`src/rtl/inst_fetch_bridge.sv`:
```
// Instruction-fetch bridge: IF req/addr_ok/data_ok handshake to a single-beat, in-order AXI4 read master.
// Optional R-channel register stage and sticky bus_err under INST_BRIDGE_RSKID_EN.
module inst_fetch_bridge #(
    parameter logic [3:0] ARID     = 4'd0,
    parameter int         MAX_OUTS = 2
) (
    input  logic        clk,
    input  logic        reset,
    input  logic        read_inst_req,
    input  logic [2:0]  read_inst_size,
    input  logic [31:0] read_inst_addr,
    output logic        read_inst_addr_ok,
    output logic        read_inst_out_req,
    output logic [31:0] read_inst,
    output logic [3:0]  arid,
    output logic [31:0] araddr,
    output logic [7:0]  arlen,
    output logic [2:0]  arsize,
    output logic [1:0]  arburst,
    output logic        arvalid,
    input  logic        arready,
    input  logic [3:0]  rid,
    input  logic [31:0] rdata,
    input  logic [1:0]  rresp,
    input  logic        rlast,
    input  logic        rvalid,
    output logic        rready,
    output logic        bus_err
);

    localparam logic [2:0] MAX_CNT = 3'(MAX_OUTS);

    logic [2:0] outs_cnt;
    logic       beat;

    assign arid    = ARID;
    assign arlen   = 8'd0;
    assign arburst = 2'b01;
    assign rready  = 1'b1;

    // The limit compare uses the registered count so no combinational path runs from R to AR.
    assign read_inst_addr_ok = !reset && read_inst_req && !arvalid && (outs_cnt < MAX_CNT);
    assign beat              = !reset && rvalid && rlast && (outs_cnt != 3'd0);

    always_ff @(posedge clk) begin
        if (reset) begin
            arvalid <= 1'b0;
            araddr  <= 32'd0;
            arsize  <= 3'd0;
        end else if (read_inst_addr_ok) begin
            arvalid <= 1'b1;
            araddr  <= read_inst_addr;
            arsize  <= read_inst_size;
        end else if (arvalid && arready) begin
            arvalid <= 1'b0;
        end
    end

    always_ff @(posedge clk) begin
        if (reset) begin
            outs_cnt <= 3'd0;
        end else begin
            case ({read_inst_addr_ok, beat})
                2'b10:   outs_cnt <= outs_cnt + 3'd1;
                2'b01:   outs_cnt <= outs_cnt - 3'd1;
                default: outs_cnt <= outs_cnt;
            endcase
        end
    end

`ifdef INST_BRIDGE_RSKID_EN
    logic unused_bits;
    assign unused_bits = ^rid;

    always_ff @(posedge clk) begin
        if (reset) begin
            read_inst_out_req <= 1'b0;
            read_inst         <= 32'd0;
            bus_err           <= 1'b0;
        end else begin
            read_inst_out_req <= beat;
            if (beat) begin
                read_inst <= rdata;
            end
            if (beat && (rresp != 2'b00)) begin
                bus_err <= 1'b1;
            end
        end
    end
`else
    logic unused_bits;
    assign unused_bits = ^{rid, rresp};

    assign read_inst_out_req = beat;
    assign read_inst         = rdata;
    assign bus_err           = 1'b0;
`endif

endmodule

```
`config.mk`:
```
export PLATFORM = sky130hd
export DESIGN_NAME = inst_fetch_bridge
export DESIGN_NICKNAME = d
export VERILOG_FILES = /design/src/rtl/inst_fetch_bridge.sv
export SDC_FILE = /design/constraint.sdc
export NUM_CORES = 1
export LEC_CHECK = 0
export CORE_ASPECT_RATIO = 0.9
export CORE_MARGIN = 3
export CORE_UTILIZATION = 34
export CTS_BUF_LIST = sky130_fd_sc_hd__clkbuf_4
export CTS_CLUSTER_DIAMETER = 80
export CTS_CLUSTER_SIZE = 12
export DETAILED_ROUTE_END_ITERATION = 10
export PLACE_DENSITY_LB_ADDON = 0.1
export SETUP_SLACK_MARGIN = 0.02
export SLEW_MARGIN = 0
export SYNTH_ARGS = -nofsm -noshare
export SYNTH_HDL_FRONTEND = slang
export SYNTH_SLANG_ARGS = --single-unit
```
`constraint.sdc`:
```
create_clock -name clk -period 4.23 [get_ports clk]
set_input_delay 0.6345 -clock clk [delete_from_list [all_inputs] [get_ports clk]]
set_output_delay 0.6345 -clock clk [all_outputs]
set_load 0.01 [all_outputs]
```
# Word-level counts from Yosys, hierarchy flattened
# Index checks and enable logic that the tools add are counted.
dict set report op_classes {
  add_sub_neg 2
  n_lt_le_gt_ge 1
  n_eq_ne 2
  muxes 3
  n_reduce_logical 12
}
# op count
set ops {}
lappend ops {{1-bit logical AND} 7}
lappend ops {{3-bit case mux with 2 select lines} 1}
lappend ops {{2-bit nonzero test} 2}
lappend ops {{3-bit by 1-bit adder with 3-bit output (second input constant)} 1}
lappend ops {{3-bit by 2-bit < comparator with 1-bit output (second input constant)} 1}
lappend ops {{3-bit nonzero test} 1}
lappend ops {{3-bit by 1-bit subtractor with 3-bit output (second input constant)} 1}
lappend ops {{2-bit by 1-bit equality test with 1-bit output (second input constant)} 1}
lappend ops {{2-bit equality test (second input constant)} 1}
lappend ops {{1-bit zero test} 2}
lappend ops {{1-bit two-way mux} 2}
dict set report word_totals {
  register_bits 39
  input_bits 79
  output_inout_bits 86
  wordCells 24
}

# Logic depth before layout (Yosys ltp)
dict set report logic_depth {
  depth_word 6
  mapped_depth 8
  depth_no_buf 8
}

# Worst setup path after synthesis
# Ideal clock, no wire load.
dict set report synth_path {
  path_kind {input to register}
  startpoint {in reset}
  endpoint {reg outs_cnt[2]}
  setup_time_ps 71
  arrival_time_ps 2444
  t_required_ps 4159
  path_slack_ps 1715
  path_stages 8
  n_path_buf 1
  cell_sequence {buf_1 nor3_1 ha_1 inv_1 fa_1 xor2_1 or3_1 a21oi_1}
}
dict set report synth_between {
  elab_chain_len 6
  elab_cells_between_ends 11
  classes_between {eq/ne: 2; mux: 1; reduce/logical: 8}
}
# item line
set synth_lines {}
lappend synth_lines {{start, declared} 8} ;# input logic reset,
lappend synth_lines {{1-bit zero test (*)} 43} ;# assign beat = !reset && rvalid && rlast && (outs_cnt != 3'd0);
lappend synth_lines {{1-bit logical AND (*) (3 in a row)} 43}
lappend synth_lines {{named net read_inst_out_req} 13} ;# output logic read_inst_out_req,
lappend synth_lines {{2-bit by 1-bit equality test with 1-bit output or 2-bit equality test (tied branches)} 63} ;# case ({read_inst_addr_ok, beat})
lappend synth_lines {{3-bit case mux with 2 select lines or 2-bit nonzero test (tied branches)} --}
lappend synth_lines {{end signal, assigned} 64} ;# 2'b10: outs_cnt <= outs_cnt + 3'd1;
lappend synth_lines {{end signal, assigned} 65} ;# 2'b01: outs_cnt <= outs_cnt - 3'd1;
lappend synth_lines {{end signal, assigned} 66} ;# default: outs_cnt <= outs_cnt;
lappend synth_lines {{end, declared} 33} ;# logic [2:0] outs_cnt;
# The timed path passes the listed nets; every way through them passes the cells marked *.
# A chain may end at the register's enable or synchronous reset.

# Final worst setup path
dict set report layout_path {
  startpoint {in reset}
  endpoint {out read_inst_addr_ok}
}
dict set report layout_between {
  elab_chain_len 4
}
# item line
set layout_lines {}
lappend layout_lines {{1-bit zero test} 42} ;# assign read_inst_addr_ok = !reset && read_inst_req && !arvalid && (outs_cnt < MAX_CNT);
lappend layout_lines {{1-bit logical AND (3 in a row)} 42}
lappend layout_lines {{end, declared} 12} ;# output logic read_inst_addr_ok,
# No other way between the ends.

==> results.txt <==
The run finished with clean final reports. The width of the chip is about 83 um. The fraction of layout cells with a size suffix above 1 is 4.78%. CTS built an H-tree with a depth of 2. The number of buffers on the longest clock path came out at 2. The core area came out at 5010 sq um. The initial antenna violation count is 0. The routed design could run at a clock period as short as 2820 ps. The ratio of total power to cell area came out at 326 nW/um^2. After clock tree synthesis, the setup repair step added 0 buffers. The clock-pin slew on the worst setup and hold paths came out at 120 ps. The synthesized area divided by synthesized cell count came out at 8.05 sq um. The last weighted congestion value of the routability-driven placer is between 0.6 and 0.7. The wire length per cell after detailed routing is roughly 12 um. The tool flagged a number of max-cap violations equal to 0.

The first global-routing pass estimated 6020 um of wire. The starting density of the core is 36.6%. The number of inserted diodes is 0. The post-route clock period utilization came out at between 60% and 70%. The via density per instance is 4.35. The part of the Yosys area used for sequential elements came out at 42.5%. The worst hold path belongs to the class flop to flop. The number of distinct library cell variants in the gate-level netlist after synthesis is 20. Entering global routing, the biggest net connects 42 pins.

Leaving out fill and tap cells, the most frequent cell in the layout is sky130_fd_sc_hd__clkdlybuf4s50_1. The hold violation total from the final report was 0. The number of clock sinks is 39. The multi-input combinational cells in the finished layout cover a total of 649 sq um. At the end of the flow, the number of nets in the layout was 352. The critical path class is input pin to primary output. The launch point of the worst reg-to-reg path is outs_cnt[2].

The number of warnings printed during yosys synthesis came out at 0. Derived from the worst setup path, the maximum achievable clock frequency is roughly 360 MHz. The synthesized design contains 39 register bits. In this run the cell area of the synthesized design comes to approximately 1800 sq um. The DRC violations left is 0. After the first detailed-routing iteration, the DRC count stood at 26. In this run the worst setup path begins at reset.

Leaving out fill and tap cells, the most frequent cells in the layout are 78 x sky130_fd_sc_hd__clkdlybuf4s50_1, 71 x sky130_fd_sc_hd__nand2_1, 39 x sky130_fd_sc_hd__dfxtp_1. The via count of the first global-routing pass is roughly 1300. Global routing consumed, over all layers together, 12.0% of the routing resources. The sequential cell area came out at 781 sq um. The worst supply voltage drop on vdd came out at between 0.15 and 0.2 mV. The clock root buffer is sky130_fd_sc_hd__clkbuf_4. The max-slew violation count came out at 0. The die outline area came out at 6320 sq um.

The CTS tree is yes. The required time reported for the critical path endpoint came out at between 3000 and 4000 ps. The final wirelength is ~4000 um. The signal arrival time at the worst endpoint is 2180 ps. The element type at the critical path start is an input pin. The number of filler cells placed in the layout came out at around 520.

The final critical-path setup slack is 1410 ps. The number of iterations in the first detailed-routing pass came out at 4. The worst-case clock skew is 9.93 ps. Setup violations remaining at the end of the flow were counted as 0. The via count of the routed design came out at 1466. Cells fill between 40% and 50% of the core in the end.

The number of cells produced by synthesis came out at 228. The number of top-level design ports came out at 165. The total leakage power came out at 0.907 nW.

The clock latency reported for the late side of the worst-skew pair came out at 340 ps. The sum of net half-perimeters after detailed placement is 2690 um. The number of hold buffers added after cts came out at 0. The most critical setup path has its endpoint at read_inst_addr_ok. The global-route congestion overflow total is 0. The clock buffer count from CTS came out at 5. The maximum fanout along the worst path came out at 41. Setup repair after global routing left no endpoint under its margin. The remaining antenna violation count is 0. The tightest hold path in the finished design has a slack of 461 ps.

The sum of negative setup slack is 0 ps. The die height is 75.7 um. The quantity of I/O buffers inserted on ports came out at 78. The worst setup timing slack at the placement stage is between 1000 and 1500 ps. The quantity of gates resized following cts is 0. The area added between synthesis and finish is 30.1%.

The register-to-register setup slack came out at 2110 ps. The worst setup path is captured at a primary output. Row generation in the floorplan step produced 24 rows. The endpoint of the worst register-to-register path is outs_cnt[2]. The depth of the worst register-to-register path came out at 8.
registers in the layout, summed over array words and instances, names as in the netlist:
register / cells
araddr: 32
arsize: 3
arvalid: 1
outs_cnt: 3
how the worst min path moves through the flow:
stage	from	endpoint	slack, ps	depth (start not counted)
after floorplan	araddr[0]	araddr[0]	480	2
after global placement	araddr[26]	araddr[26]	440	2
after detailed placement	araddr[24]	araddr[24]	450	2
after CTS	araddr[24]	araddr[24]	460	2
after global routing	araddr[27]	araddr[27]	470	2
final	arsize[0]	arsize[0]	460	2
where the power goes:
part	total, mW	switching, mW	leakage (nW)	internal (mW)
Sequential	0.407	0.0140	0.320	0.393
Combinational	0.180	0.0823	0.555	0.0976
Clock	0.192	0.121	0.0317	0.0707
Total	0.779	0.218	0.907	0.562
layout make-up:
type                            count  area share [%]
Timing Repair Buffer               81            33.6
Tap cell                           65            3.41
Clock inverter                      2           0.524
Multi-Input combinational cell    140            27.2
Inverter                            4           0.629
Sequential cell                    39            32.7
Clock buffer                        6            1.89
synth_stat cells:
master	instances	area, sq um
sky130_fd_sc_hd__a21oi_1	37	185
sky130_fd_sc_hd__a21oi_2	1	8.76
sky130_fd_sc_hd__buf_1	1	3.75
sky130_fd_sc_hd__buf_4	51	383
sky130_fd_sc_hd__buf_6	4	45.0
sky130_fd_sc_hd__clkbuf_1	3	11.3
sky130_fd_sc_hd__conb_1	2	7.51
sky130_fd_sc_hd__dfxtp_1	39	781
sky130_fd_sc_hd__fa_1	1	20.0
sky130_fd_sc_hd__ha_1	1	12.5
sky130_fd_sc_hd__inv_1	4	15.0
sky130_fd_sc_hd__nand2_1	71	267
sky130_fd_sc_hd__nand2b_1	2	12.5
sky130_fd_sc_hd__nor2_1	3	11.3
sky130_fd_sc_hd__nor3_1	2	10.0
sky130_fd_sc_hd__nor4b_4	1	23.8
sky130_fd_sc_hd__o21ai_0	1	5.00
sky130_fd_sc_hd__or3_1	1	6.26
sky130_fd_sc_hd__or4b_1	1	10.0
sky130_fd_sc_hd__xor2_1	2	17.5
layer usage:
layer	GRT usage, %	routed length, um
met2	18.2	1740
met4	4.46	38
met1	14.7	1740
met3	6.59	462
met5	0	0
metrics by stage:
stage | power [mW] | instance area (sq um) | cells
after floorplan | 0.546 | 1890 | 242
after global placement | 0.597 | 2330 | 329
after detailed placement | 0.599 | 2330 | 329
after CTS | 0.794 | 2390 | 337
after global routing | 0.826 | 2390 | 337
final | 0.779 | 2390 | 337
cell families (layout without fill, tap and decap cells):
| family | after synthesis | in the layout | share of synthesized area [%] |
|---|---|---|---|
| xor gates and xnor gates | 2 | 2 | 0.955 |
| and+or+nand+nor | 81 | 81 | 18.5 |
| DFF | 39 | 39 | 42.5 |
| adders and majority gates | 2 | 2 | 1.77 |
| other | 2 | 16 | 0.409 |
| AOI/OAI and AO/OA | 39 | 39 | 10.8 |
| buffers and inverters | 63 | 93 | 24.9 |
critical path, cell delays in order:
cell and delay [ps]:
sky130_fd_sc_hd__clkdlybuf4s50_1 450, sky130_fd_sc_hd__buf_4 380, sky130_fd_sc_hd__nand2b_1 190, sky130_fd_sc_hd__inv_1 50, sky130_fd_sc_hd__clkdlybuf4s50_1 470
Power figures use the tool's default switching activity.
